$ cat src/rtl/yutorina_bus_master_if.sv
// Initiator-side Yutorina bus interface: turns a single-cycle CPU access into a
// request/grant/strobe/ready bus transaction and stalls the CPU while it runs.
module yutorina_bus_master_if (
  input  logic        clock,
  input  logic        reset,
  input  logic        cpu_request,
  input  logic        cpu_read_write,
  input  logic [29:0] cpu_address,
  input  logic [31:0] cpu_write_data,
  input  logic        stall,
  input  logic        flush,
  output logic [31:0] cpu_read_data,
  output logic        busy,
  output logic        bus_request_,
  input  logic        bus_grant_,
  output logic [29:0] bus_address,
  output logic        bus_address_strobe_,
  output logic        bus_read_write,
  output logic [31:0] bus_write_data,
  input  logic [31:0] bus_read_data,
  input  logic        bus_ready_
);

  localparam int DATA_W = 32;
  localparam int ADDR_W = 30;

  typedef enum logic [1:0] {
    ST_IDLE    = 2'd0,
    ST_REQUEST = 2'd1,
    ST_ACCESS  = 2'd2,
    ST_WAIT    = 2'd3
  } state_e;

  state_e              state_q, state_d;
  logic                req_n_q, req_n_d;
  logic                as_n_q, as_n_d;
  logic [ADDR_W-1:0]   addr_q, addr_d;
  logic                rw_q, rw_d;
  logic [DATA_W-1:0]   wdata_q, wdata_d;
  logic [DATA_W-1:0]   rdata_q, rdata_d;

  always_comb begin
    state_d = state_q;
    req_n_d = req_n_q;
    as_n_d  = 1'b1;
    addr_d  = addr_q;
    rw_d    = rw_q;
    wdata_d = wdata_q;
    rdata_d = rdata_q;
    case (state_q)
      ST_IDLE: begin
        if (cpu_request && !flush) begin
          addr_d  = cpu_address;
          rw_d    = cpu_read_write;
          wdata_d = cpu_write_data;
          req_n_d = 1'b0;
          state_d = ST_REQUEST;
        end
      end
      ST_REQUEST: begin
        // A flush beats a same-cycle grant; releasing the request frees the arbiter.
        if (flush) begin
          req_n_d = 1'b1;
          state_d = ST_IDLE;
        end else if (!bus_grant_) begin
          as_n_d  = 1'b0;
          state_d = ST_ACCESS;
        end
      end
      ST_ACCESS: begin
        if (!bus_ready_) begin
          req_n_d = 1'b1;
          if (rw_q) rdata_d = bus_read_data;
          state_d = stall ? ST_WAIT : ST_IDLE;
        end
      end
      ST_WAIT: begin
        if (!stall) state_d = ST_IDLE;
      end
      default: state_d = ST_IDLE;
    endcase
  end

  always_ff @(posedge clock or negedge reset) begin
    if (!reset) begin
      state_q <= ST_IDLE;
      req_n_q <= 1'b1;
      as_n_q  <= 1'b1;
      addr_q  <= '0;
      rw_q    <= 1'b0;
      wdata_q <= '0;
      rdata_q <= '0;
    end else begin
      state_q <= state_d;
      req_n_q <= req_n_d;
      as_n_q  <= as_n_d;
      addr_q  <= addr_d;
      rw_q    <= rw_d;
      wdata_q <= wdata_d;
      rdata_q <= rdata_d;
    end
  end

  logic drive_bus;
  assign drive_bus = (state_q != ST_IDLE);

  assign busy = ((state_q == ST_IDLE) && cpu_request && !flush) ||
                (state_q == ST_REQUEST) || (state_q == ST_ACCESS);

  assign cpu_read_data       = rdata_q;
  assign bus_request_        = req_n_q;
  assign bus_address_strobe_ = as_n_q;
  assign bus_address         = drive_bus ? addr_q  : '0;
  assign bus_read_write      = drive_bus ? rw_q    : 1'b0;
  assign bus_write_data      = drive_bus ? wdata_q : '0;

endmodule

$ cat config.mk
export PLATFORM = sky130hd
export DESIGN_NAME = yutorina_bus_master_if
export DESIGN_NICKNAME = d
export VERILOG_FILES = /design/src/rtl/yutorina_bus_master_if.sv
export SDC_FILE = /design/constraint.sdc
export NUM_CORES = 1
export LEC_CHECK = 0
export ABC_AREA = 0
export CAP_MARGIN = 20
export CORE_UTILIZATION = 44
export DETAILED_ROUTE_END_ITERATION = 8
export GPL_ROUTABILITY_DRIVEN = 1
export PLACE_DENSITY = 0.85
export SLEW_MARGIN = 15
export SYNTH_ARGS = -nofsm -noshare
export SYNTH_HDL_FRONTEND = slang
export SYNTH_SLANG_ARGS = --single-unit
$ cat constraint.sdc
create_clock -name clock -period 6 [get_ports clock]
set_clock_uncertainty 0.2 [all_clocks]
set_input_delay 1.2 -clock clock [delete_from_list [all_inputs] [get_ports clock]]
set_output_delay 1.2 -clock clock [all_outputs]
set_load 0.1 [all_outputs]
# Word-level counts from Yosys, hierarchy flattened
# Cells that the tools add are included.
word_totals:
  elab_cells: 46
  output_inout_bits: 98
  reg_bits: 99
  input_bits: 102
op_classes:
  bitwise: 1
  n_reduce_logical: 13
  n_eq_ne: 8
  muxes: 17
ops:
  columns: ["operator", "n"]
  rows:
  - ["2-to-1 mux 32 bit", 1]
  - ["2-to-1 mux 30 bit", 1]
  - ["2-to-1 mux 2 bit", 6]
  - ["inequality test 2 bit, second input constant", 4]
  - ["one-hot mux 2 bit (4 select lines)", 1]
  - ["AND reduction 4 bit", 2]
  - ["2-to-1 mux 1 bit", 7]
  - ["equality test 2 bit, second input constant", 2]
  - ["logical AND 1 bit", 3]
  - ["inequality test 3 bit, second input constant", 1]
  - ["one-hot mux 1 bit (3 select lines)", 1]
  - ["AND reduction 3 bit", 1]
  - ["nonzero test 3 bit", 1]
  - ["equality test 2 x 1 -> 1 bit, second input constant", 1]
  - ["zero test 2 bit", 1]
  - ["logical OR 1 bit", 2]
  - ["AND reduction 2 bit", 1]
  - ["nonzero test 2 bit", 1]
  - ["zero test 1 bit", 1]
  - ["inverter 1 bit", 1]

# Depth between registers and ports, before layout
logic_depth:
  depth_word: 5
  mapped_depth: 6
  depth_no_buf: 6

# Least setup slack after synthesis
# No wires, ideal clock.
synth_timing:
  path_kind: "register to output"
  start: "reg state_q[0]"
  end: "out bus_address[0]"
  path_stages_with_launch: 6
  arrival_time_ns: 2.454
  path_buffers: 2
  path_slack_ns: 2.146
  cell_sequence: "dfrtp_1 inv_1 ha_1 clkbuf_1 clkbuf_1 nor2b_1"
synth_via:
  elab_chain_cells: 2
synth_rtl:
  columns: ["item", "line_no", "text"]
  rows:
  - ["from (decl)", "34", "state_e state_q, state_d;"]
  - ["from (signal assigned)", "94", "state_q <= state_d;"]
  - ["nonzero test 2 bit", "105", "assign drive_bus = (state_q != ST_IDLE);"]
  - ["2-to-1 mux 30 bit", "113", "assign bus_address = drive_bus ? addr_q : '0;"]
  - ["to (decl)", "16", "output logic [29:0] bus_address,"]
# Every way passes these cells.

# Final worst setup path
# Ends and elaborated chain as after synthesis.

==> flow_summary.toml <==
[run_status]
run_status = "finished, final reports clean"

[floorplanning]
overall_die_height_um = 101
top_level_ports = 200
floorplan.initialDensity_pct = 45.9
core_area_um2 = 9330
die_width_um = 101
num_rows = 35
die-area_um2 = 10100

[drt]
drcViolationCount = 0
drt_pre_antenna_iters = 3
routed-via-count = 2981
via_per_inst = 4.72
dr.first_iter.drc_count = 44
routed_wire_length_per_instance_um = 15.4
wl_um = 9700
antenna_violating_nets_post_route = 0

[layout]
fillers = 678
drive_above_1_share_pct = 12.7
most-common-layout-cells = "clkdlybuf4s50_1, dfrtp_1, nor2b_1"
fin_nets = 605
area_delta_synth_final_pct = 52.8
num_antenna_cells = 0
mostFrequentLayoutCell = "clkdlybuf4s50_1"

[setup_path]
critPathLaunchType = "register"
crit_path_end_kind = "primary output"
critPathKind = "reg2out"
path_max_fanout = 45
critPathArrivalTime_ns = 2.81
worst-endpoint-required_ns = 4.60

[timing]
max_slew_margin_pct = 32.5
fin_setup_tns_ns = 0
timing_hold_violations_final = 0
report.final.slew_viol_count = 0
final-setup-viol-count = 0
worst_max_slew_pin_slew_ns = 1.01
grt_setup_unrepaired = "no"
post-route-period-util_pct = 70.2
peak_freq_mhz = 237
layout_min_cycle_time_ns = 4.21

[worst_hold_path]
min-delay-path-class = "reg2reg"

[global_route]
first_pass_grt_wire_length_um = 15200
antenna_found_initial = 0
global_route.usage.met2_pct = 34.6
gr-max-usage-layer = "met2"
globalRouteMet3Util_pct = 6.03
met1_usage_pct = 22.4
grtUsageTotal_pct = 19.6
grt_max_degree = 64
number_of_global_route_vias_before_repair = 3175
gr-total-overflow = 0

[synth]
synth.ff_latch_count = 99
synth.yosys.seq_area_share_pct = 58.0
synth_fp_nets = 408
syn_avg_cell_area_um2 = 14.3
synthTopCellsByArea = "dfrtp_1, mux2_1, mux2_2"
yosys_warn_count = 0
post_synth_instance_area_um2 = 4280
syn-instance-count = 300
synth_largest_type_area_fraction_pct = 56.7
netlist-cell-type-count = 21
netlist.top_cell.by_area = "dfrtp_1"

[cts]
cts.path.max_buffers = 2
ctsResizeCount = 0
cts.sinks = 99
htree_num_levels = 3
tritoncts_buffer_count = 9
clkSlewWorstSetupHoldPaths_ns = 0.09
tritoncts = "yes"
postCtsHoldBufs = 0
postCtsSetupBuffers = 0
worstSkewPairLatency_ns = 0.34
cts.root.buffer_cell = "clkbuf_8"

[flow_run]
cap_violations = 0

[placed_design]
port-buffer-count = 199
globalplace.congestion = 0.711
post-dp-hpwl_um = 7350
-- sequential cells by signal (all words and copies together) (netlist names) --
signal               count
cpu_read_data           32
rw_q                     1
wdata_q                 32
addr_q                  30
state_q                  2
bus_request_             1
bus_address_strobe_      1
-- per-layer routing --
metal | vias to the layer above | wire, µm
met5 | - | 0
met1 | 1451 | 3800
met3 | 17 | 726
li1 | 1388 | -
met4 | 0 | 180
met2 | 125 | 4990
-- final cells by class --
type	count	area, µm²	share of cell area, %
Clock buffer	10	138	2.11
Clock inverter	6	40.0	0.613
Inverter	2	7.51	0.115
Multi-Input combinational cell	182	1680	25.7
Sequential cell	99	2480	37.9
Tap cell	129	161	2.47
Timing Repair Buffer	203	2030	31.1
-- cells in the mapped netlist (all sizes together) --
library cell and n:
dfrtp 97, mux2 97, nor2b 63, buf 10
clkbuf 7, ha 6, nor2 3, a21oi 2
dfstp 2, inv 2, nand2 2, nand2b 2
nand3b 2, a211oi 1, a22o 1, and2b 1
mux2i 1, nor3 1
-- worst paths after layout --
check                           start              to  slack, ns  cells after the start
max in group asynchronous       reset      addr_q[20]       3.84                      2
min reg2reg                wdata_q[6]      wdata_q[6]       0.29                      1
max reg2reg                state_q[0]       addr_q[2]       3.35                      6
min in group asynchronous       reset     wdata_q[18]       0.65                      1
min                        wdata_q[6]      wdata_q[6]       0.29                      1
max                        state_q[0]  bus_address[0]       1.79                      5
-- metrics by stage --
step           hold WS (ns)  util, %  worst slack (ns)  area, µm²  instances
2_1_floorplan         0.256        -              2.15       4280        300
3_3_place_gp          0.265     67.9              1.88       6340        614
6_report              0.289     70.1              1.79       6540        631
5_1_grt               0.295     70.1              1.64       6540        631
4_1_cts               0.294     70.1              1.74       6540        631
3_5_place_dp          0.273     68.2              2.13       6360        615
-- critical path, cell delays in order, from the launching register on --
cell and delay [ns]:
dfrtp_1 0.44, inv_1 0.10, ha_2 0.34, buf_12 0.24, nor2b_1 0.17, clkdlybuf4s50_1 1.15
-- kinds of logic after synthesis --
logic type / share of synthesized area, %
DFF: 58.0
muxes: 25.8
and+or+nand+nor: 10.8
buffers and inverters: 2.84
adders and majority gates: 1.75
AOI/OAI and AO/OA: 0.907
Power is left out: the tool's default activity adds up to more than one toggle a clock period on the data nets, which glitch-free logic cannot reach.
